==> config.mk <==
export PLATFORM = sky130hd
export DESIGN_NAME = multi_cycle_ctrl
export DESIGN_NICKNAME = d
export VERILOG_FILES = /design/src/rtl/multi_cycle_ctrl_pkg.sv /design/src/rtl/alu_decode.sv /design/src/rtl/multi_cycle_ctrl.sv
export SDC_FILE = /design/constraint.sdc
export NUM_CORES = 1
export LEC_CHECK = 0
export ABC_AREA = 1
export ABC_CLOCK_PERIOD_IN_PS = 1150
export CAP_MARGIN = 15
export CORE_MARGIN = 2
export CORE_UTILIZATION = 28
export DETAILED_ROUTE_END_ITERATION = 6
export PLACE_DENSITY = 0.68
export SETUP_SLACK_MARGIN = 0.3
export SYNTH_ARGS = -nofsm -noshare
export SYNTH_HDL_FRONTEND = slang
export SYNTH_SLANG_ARGS = --single-unit
==> constraint.sdc <==
create_clock -name clock -period 1.15 [get_ports clock]
set_input_delay 0.115 -clock clock [delete_from_list [all_inputs] [get_ports clock]]
set_output_delay 0.115 -clock clock [all_outputs]
set_load 0.02 [all_outputs]
==> src/rtl/multi_cycle_ctrl_pkg.sv <==
// multi_cycle_ctrl_pkg: opcode, funct, ALU, write-back, next-PC and state encodings shared by the controller.
package multi_cycle_ctrl_pkg;
  typedef enum logic [2:0] {
    FETCH  = 3'd0,
    DECODE = 3'd1,
    EXEC   = 3'd2,
    MEM    = 3'd3,
    WB     = 3'd4,
    TRAP   = 3'd5
  } state_t;
  localparam logic [6:0] OP_LOAD   = 7'b0000011;
  localparam logic [6:0] OP_STORE  = 7'b0100011;
  localparam logic [6:0] OP_TIPOR  = 7'b0110011;
  localparam logic [6:0] OP_TIPOU  = 7'b0110111;
  localparam logic [6:0] OP_BRANCH = 7'b1100011;
  localparam logic [6:0] OP_JUMP   = 7'b1101111;
  localparam logic [2:0] F3_ADD = 3'b000;
  localparam logic [2:0] F3_SLT = 3'b010;
  localparam logic [2:0] F3_OR  = 3'b110;
  localparam logic [2:0] F3_AND = 3'b111;
  localparam logic [6:0] F7_SUB = 7'b0100000;
  localparam logic [3:0] ALU_ADD = 4'd0;
  localparam logic [3:0] ALU_SUB = 4'd1;
  localparam logic [3:0] ALU_SLT = 4'd2;
  localparam logic [3:0] ALU_OR  = 4'd3;
  localparam logic [3:0] ALU_AND = 4'd4;
  localparam logic [1:0] ORIG_ALU = 2'd0;
  localparam logic [1:0] ORIG_MEM = 2'd1;
  localparam logic [1:0] ORIG_PC4 = 2'd2;
  localparam logic [1:0] ORIG_LUI = 2'd3;
  localparam logic [1:0] PC4   = 2'd0;
  localparam logic [1:0] PCBEQ = 2'd1;
  localparam logic [1:0] PCIMM = 2'd2;
  function automatic logic is_legal(input logic [6:0] op);
    return op inside {OP_LOAD, OP_STORE, OP_TIPOR, OP_TIPOU, OP_BRANCH, OP_JUMP};
  endfunction
endpackage

==> src/rtl/alu_decode.sv <==
// alu_decode: maps opcode/funct3/funct7 to the ALU operation driven during EXEC.
module alu_decode
  import multi_cycle_ctrl_pkg::*;
(
  input  logic [6:0] opcode_i,
  input  logic [2:0] funct3_i,
  input  logic [6:0] funct7_i,
  output logic [3:0] alu_ctrl_o
);
  logic [3:0] r_op;
  always_comb begin
    r_op = ALU_ADD;
    case (funct3_i)
      F3_ADD:  r_op = funct7_i == F7_SUB ? ALU_SUB : ALU_ADD;
      F3_SLT:  r_op = ALU_SLT;
      F3_OR:   r_op = ALU_OR;
      F3_AND:  r_op = ALU_AND;
      default: r_op = ALU_ADD;
    endcase
  end
  assign alu_ctrl_o = opcode_i == OP_BRANCH ? ALU_SUB : opcode_i == OP_TIPOR ? r_op : ALU_ADD;
endmodule

==> src/rtl/multi_cycle_ctrl.sv <==
// multi_cycle_ctrl: Moore control FSM for a multi-cycle RISC-V style datapath.
// Define MEM_HANDSHAKE_EN to stall FETCH/MEM on mem_ready with a WAIT_LIMIT timeout into TRAP.
module multi_cycle_ctrl
  import multi_cycle_ctrl_pkg::*;
#(
  parameter int WAIT_LIMIT = 15
) (
  input  logic        clock,
  input  logic        reset_n,
  input  logic [31:0] instruction,
  input  logic        branch_taken,
  input  logic        mem_ready,
  output logic        PCWrite,
  output logic        IRWrite,
  output logic        MemRead,
  output logic        MemWrite,
  output logic        RegWrite,
  output logic [1:0]  OrigWriteData,
  output logic [1:0]  OrigPC,
  output logic        OrigALU,
  output logic [3:0]  ALUControl,
  output logic [2:0]  state,
  output logic        fault
);
  state_t     state_q;
  logic [6:0] op_q, f7_q;
  logic [2:0] f3_q;
  logic [3:0] alu_ctrl;
  logic       mem_ok, timeout, unused_ok;
  logic       is_ld, is_st, is_r, is_u, is_br, is_j;
  assign is_ld = op_q == OP_LOAD;
  assign is_st = op_q == OP_STORE;
  assign is_r  = op_q == OP_TIPOR;
  assign is_u  = op_q == OP_TIPOU;
  assign is_br = op_q == OP_BRANCH;
  assign is_j  = op_q == OP_JUMP;
`ifdef MEM_HANDSHAKE_EN
  localparam int WW = $clog2(WAIT_LIMIT + 1);
  logic [WW-1:0] wait_q;
  logic          stall;
  assign stall   = !mem_ready && (state_q == FETCH || state_q == MEM);
  assign mem_ok  = mem_ready;
  assign timeout = stall && wait_q == WW'(WAIT_LIMIT);
  always_ff @(posedge clock or negedge reset_n)
    if (!reset_n) wait_q <= '0;
    else wait_q <= (stall && !timeout) ? wait_q + 1'b1 : '0;
  assign unused_ok = ^{instruction[24:15], instruction[11:7]};
`else
  assign mem_ok    = 1'b1;
  assign timeout   = 1'b0;
  assign unused_ok = ^{instruction[24:15], instruction[11:7], mem_ready, 1'(WAIT_LIMIT)};
`endif
  alu_decode u_alu (
    .opcode_i   (op_q),
    .funct3_i   (f3_q),
    .funct7_i   (f7_q),
    .alu_ctrl_o (alu_ctrl)
  );
  // Opcode fields are captured in DECODE so later instruction changes cannot redirect the sequence
  always_ff @(posedge clock or negedge reset_n)
    if (!reset_n) begin
      state_q <= FETCH;
      op_q    <= '0;
      f3_q    <= '0;
      f7_q    <= '0;
    end else if (timeout) begin
      state_q <= TRAP;
    end else begin
      case (state_q)
        FETCH:   state_q <= mem_ok ? DECODE : FETCH;
        DECODE: begin
          op_q    <= instruction[6:0];
          f3_q    <= instruction[14:12];
          f7_q    <= instruction[31:25];
          state_q <= is_legal(instruction[6:0]) ? EXEC : TRAP;
        end
        EXEC:    state_q <= (is_ld || is_st) ? MEM : (is_r || is_u) ? WB : FETCH;
        MEM:     state_q <= !mem_ok ? MEM : is_ld ? WB : FETCH;
        WB:      state_q <= FETCH;
        default: state_q <= TRAP;
      endcase
    end
  // Enables are gated by reset_n so they drop the moment reset asserts
  always_comb begin
    PCWrite       = 1'b0;
    IRWrite       = 1'b0;
    MemRead       = 1'b0;
    MemWrite      = 1'b0;
    RegWrite      = 1'b0;
    OrigWriteData = ORIG_ALU;
    OrigPC        = PC4;
    OrigALU       = 1'b0;
    ALUControl    = ALU_ADD;
    if (reset_n) begin
      IRWrite       = state_q == FETCH;
      MemRead       = state_q == FETCH || (state_q == MEM && is_ld);
      MemWrite      = state_q == MEM && is_st;
      RegWrite      = state_q == WB || (state_q == EXEC && is_j);
      PCWrite       = (state_q == EXEC && (is_br || is_j)) || (state_q == MEM && is_st && mem_ok) || state_q == WB;
      OrigWriteData = state_q == WB ? (is_ld ? ORIG_MEM : is_r ? ORIG_ALU : ORIG_LUI) :
                      (state_q == EXEC && is_j) ? ORIG_PC4 : ORIG_ALU;
      OrigPC        = state_q != EXEC ? PC4 : is_j ? PCIMM : (is_br && branch_taken) ? PCBEQ : PC4;
      OrigALU       = state_q == EXEC && (is_ld || is_st || is_u);
      ALUControl    = state_q == EXEC ? alu_ctrl : ALU_ADD;
    end
  end
  assign state = state_q;
  assign fault = state_q == TRAP;
endmodule

Word-level counts from Yosys, hierarchy flattened

Cells that the tools add are included.

Bits of input ports: 36
Latch bits: 0
Flip-flop bits (word level): 20
Memories: 0
ROM bits: 0
Output and inout port bits: 18
Bits in writable memories: 0

Bitwise gates (word level): 0
Shift operators: 0
Magnitude comparators: 0
Div/mod/pow operators: 0
Mux-type cells: 26
$mul: 0
Add/subtract/negate cells: 0
Reduce and logical (&&, ||, !) cells: 17
Equal/unequal tests: 22

Operators by type and width:

| kind                                                   | number |
|---|---|
| equality test 7 x 6 -> 1 bit (second input constant)   | 7 |
| equality test 7 bit (second input constant)            | 4 |
| two-way mux 2 bit                                      | 8 |
| two-way mux 4 bit                                      | 4 |
| one-hot mux 4 bit (4 select lines)                     | 1 |
| one-hot mux 3 bit (5 select lines)                     | 1 |
| equality test 7 x 2 -> 1 bit (second input constant)   | 2 |
| equality test 3 bit (second input constant)            | 4 |
| two-way mux 3 bit                                      | 4 |
| equality test 3 x 2 -> 1 bit (second input constant)   | 3 |
| logical OR 1 bit                                       | 8 |
| two-way mux 1 bit                                      | 8 |
| logical AND 1 bit                                      | 6 |
| logical NOT 3 bit                                      | 2 |
| nonzero test 6 bit                                     | 1 |
| equality test 3 x 1 -> 1 bit (second input constant)   | 1 |
| inequality test 3 x 2 -> 1 bit (second input constant) | 1 |

Logic depth before layout (Yosys ltp)

Depth after elaboration: 7
Gate-level depth with buffers: 8
Gate-level depth less buffers: 8

By module

From an unflattened synthesis, not the netlist that was laid out.

Cell total of the unflattened synthesis: 194
Area total of the unflattened synthesis: 1256.2 um^2

By module, submodules not included:

| module           | instances | cells an instance | area an instance (um^2) |
|---|---|---|---|
| multi_cycle_ctrl | 1         | 167               | 1132.3 |
| alu_decode       | 1         | 27                | 123.9 |

Worst setup path after synthesis

No wires, ideal clock.

Path kind: flip-flop to output port
Start: register state_q[1], in the netlist state[1]
End: output OrigPC[0]
Path buffers: 0
Slack: -0.410 ns
Cell stages (with the launch flop): 7
Arrival time: 1.445 ns
Cell sequence: dfrtp_1 -> inv_2 -> nor3_4 -> nand2_2 -> inv_2 -> nand2_1 -> nor3_1

Word-level cells in the longest chain between the ends: 3

Ends and longest elaborated chain:

| element                        | line                    | RTL |
|---|---|---|
| from (decl)                    | multi_cycle_ctrl.sv:25  | `state_t state_q;` |
| from (signal assigned)         | multi_cycle_ctrl.sv:70  | `FETCH: state_q <= mem_ok ? DECODE : FETCH;` |
| from (signal assigned)         | multi_cycle_ctrl.sv:75  | `state_q <= is_legal(instruction[6:0]) ? EXEC : TRAP;` |
| from (signal assigned)         | multi_cycle_ctrl.sv:77  | `EXEC: state_q <= (is_ld \|\| is_st) ? MEM : (is_r \|\| is_u) ? WB : FETCH;` |
| inequality test 3 x 2 -> 1 bit | multi_cycle_ctrl.sv:102 | `OrigPC = state_q != EXEC ? PC4 : is_j ? PCIMM : (is_br && branch_taken) ? PCBEQ : PC4;` |
| two-way mux 2 bit              | multi_cycle_ctrl.sv:102 |  |
| two-way mux 2 bit              | multi_cycle_ctrl.sv:94  | `if (reset_n) begin` |
| to (decl)                      | multi_cycle_ctrl.sv:19  | `output logic [1:0] OrigPC,` |

No other way between the ends.

Worst setup path after layout

Start: register op_q[2]
End: output ALUControl[0]

Word-level cells in the longest chain between the ends: 5

Ends and longest elaborated chain:

| element                      | line                    | RTL |
|---|---|---|
| from (decl)                  | multi_cycle_ctrl.sv:26  | `logic [6:0] op_q, f7_q;` |
| from (signal assigned)       | multi_cycle_ctrl.sv:72  | `op_q <= instruction[6:0];` |
| equality test 7 x 6 -> 1 bit | alu_decode.sv:21        | `assign alu_ctrl_o = opcode_i == OP_BRANCH ? ALU_SUB : opcode_i == OP_TIPOR ? r_op : ALU_ADD;` |
| two-way mux 4 bit            | alu_decode.sv:21        |  |
| two-way mux 4 bit *          | alu_decode.sv:21        |  |
| two-way mux 4 bit *          | multi_cycle_ctrl.sv:104 | `ALUControl = state_q == EXEC ? alu_ctrl : ALU_ADD;` |
| two-way mux 4 bit *          | multi_cycle_ctrl.sv:94  |  |
| to (decl)                    | multi_cycle_ctrl.sv:21  | `output logic [3:0] ALUControl,` |

Mark *: on every way between the ends. The rest lies on a longest branch, timed or not.

==> metrics.cfg <==
[outcome]
outcome=finished, violations left
violations=setup timing

[routing]
drc_errors=0
wl_per_cell_um=14.1
num_vias=1429
antenna_left=0
drt_iter0_markers=66
finalWirelength_um=4370
drt-pass1-iter-count=4
viasPerCell=4.62

[job]
drv_cap=0

[synthesis]
synth_area_leaders=dfrtp_1 (44%), nand2_1 (18%), nor2_1 (7.2%)
netlist_instances=166
syn_area_per_cell_um2=6.90
synth_nets=202
ys_seq_area_frac=0.437
synth.top_cell.area_share=0.437
yosysUniqueCellTypes=19
synth_area_um2=1140
ys_ff_latch=20
synth_warnings=0
synth_area_leader_cell=dfrtp_1

[floorplanning]
rows=23
fp.dieH_um=67.9
core-area_um2=3970
initial_core_util=0.288
die_x_um=67.9
dieArea_um2=4620
ios=54

[global_routing]
grtUsageTotal=0.170
antenna_found_initial=0
grt_max_degree=21
met3_usage=0.0164
first_global_vias=1310
grt_use_met1=0.202
grt_pass1_wl_um=5910
grt.overflow.total=0
top_usage_layer=met2
grt.met2_usage=0.319

[critical_path]
crit_start=op_q[2]
critPathKind=register to output pin
r2r_start=op_q[1]
critical_path_peak_fanout=5
critical_path.endpoint=ALUControl[0]
setup.worst_path.end_class=output pin
worstSetupStartpointType=register
regToRegEndpoint=state[0]
arrival_ns=1.56
rrSetupSlack_ns=-0.45
required_ns=1.03
r2r_cells=12

[final_layout]
register_area_um2=505
drive_above_1_share=0.629
fill_cells=313
layout_commonest_cell=buf_4
layout.nets=296
final-instance-count-excl-fill=309
antenna_cells=0
layout_common_cells=buf_4 (40), nand2_1 (28), buf_6 (24), nand2_2 (20), clkdlybuf4s50_1 (19)
multi_input_area_um2=826
area_delta_synth_final_pct=120

[clock_tree]
clk_path_buf_depth=2
clock_latency_ns=0.26
cts_buffers=3
cts_root_buffer=clkbuf_8
h-tree-depth=1
cts_hold_buf=0
cts.sinks=20
path_clk_slew_ns=0.07
cts_tree=yes

[placement]
place_worst_setup_slack_ns=-0.714
port_buffers=36
globalplace.congestion=0.750
dp.cells=280
dp_hpwl_um=2220

[timing]
fin_ws_ns=-0.530
clock.fmax_ghz=0.595
fin_crit_ns=1.68
post-route-period-util=1.46
drv_slew=0
fin_skew_ns=0.00507
grt_setup_unrepaired=yes
hold_viol=0
finalSetupViolCount=35

[pwr]
max-vdd-ir-drop_uv=399
p_leak_nw=1.18
powerDensity_nw_per_um2=604

[hold_path]
hold_class=primary input to register

critical path, stage by stage (launching register included):
cell and delay [ns]:
dfrtp_1 0.40, nor2_2 0.19, nand2_4 0.13, nor3_2 0.18
nand2_1 0.10, a21oi_2 0.15, buf_4 0.16
flip-flops by register name (all words and copies together) (netlist names):
name and count:
op_q 7, f3_q 3, f7_q 7, state 3
how the worst min path moves through the flow:
| stage | startpoint | end | slack, ns | cells past startpoint |
|---|---|---|---|---|
| final | instruction[28] | f7_q[3] | 0.38 | 3 |
| after global routing | instruction[14] | f3_q[2] | 0.41 | 3 |
| after CTS | reset_n | op_q[2] | 0.38 | 2 |
| after detailed placement | f7_q[0] | f7_q[0] | 0.46 | 2 |
| after global placement | f7_q[1] | f7_q[1] | 0.46 | 2 |
| after floorplan | reset_n | f3_q[0] | -0.18 | 0 |
metrics by stage:
| stage | power [mW] | cell area (um2) | hold slack [ns] | util | setup TNS (ns) |
|---|---|---|---|---|---|
| after floorplan | 0.734 | 1200 | -0.181 | - | -1.34 |
| after global placement | 0.833 | 1840 | 0.458 | 0.464 | -11.11 |
| after detailed placement | 0.833 | 1840 | 0.461 | 0.464 | -11.41 |
| after CTS | 1.52 | 2270 | 0.377 | 0.572 | -10.84 |
| after global routing | 1.57 | 2520 | 0.405 | 0.635 | -14.85 |
| final | 1.52 | 2520 | 0.383 | 0.635 | -12.86 |
cell usage after synthesis:
library cell,n
nor3_1,5
and3_1,1
nand4_1,1
inv_1,18
nor2_1,22
nand3_1,13
conb_1,1
dfrtp_1,20
nand2_1,55
inv_2,4
nand2_2,3
nand3b_1,1
o21bai_1,1
a21boi_0,1
buf_2,3
nor3_4,2
buf_4,1
o21ai_0,12
a21oi_1,2
repair_timing:
action                     CTS  global route
setup endpoints to repair   37            37
gates resized for setup    140            60
pin swaps                   12            18
gates cloned                 4             0
buffers inserted            14             7
cell type report:
cell class	instances	area share
inverters	22	0.0377
flip-flops and latches	20	0.200
well taps	50	0.0248
clock buffers	3	0.0164
multi-input cells	120	0.328
repair inverters	1	0.00298
repair buffers	92	0.378
clock inverters	1	0.0119
logic make-up (layout without fill, tap and decap cells):
| kind of cell | Yosys count | in the layout | synth area share |
|---|---|---|---|
| AO/OA/AOI/OAI | 16 | 16 | 0.0743 |
| buffers and inverters | 26 | 119 | 0.0918 |
| flip-flops | 20 | 20 | 0.437 |
| other | 1 | 1 | 0.00328 |
| AND/OR/NAND/NOR | 103 | 103 | 0.393 |
metal layers:
layer | vias up | wire, um
met5 | - | 0
met4 | 0 | 90
met3 | 9 | 186
met2 | 52 | 2470
met1 | 663 | 1620
li1 | 705 | -
where the power goes:
group,leakage (nW),internal [mW],switching (mW)
Sequential,0.178,0.703,0
Combinational,0.966,0.0742,0.0506
Clock,0.0357,0.465,0.231
Total,1.18,1.24,0.282
Power figures use the tool's default switching activity.
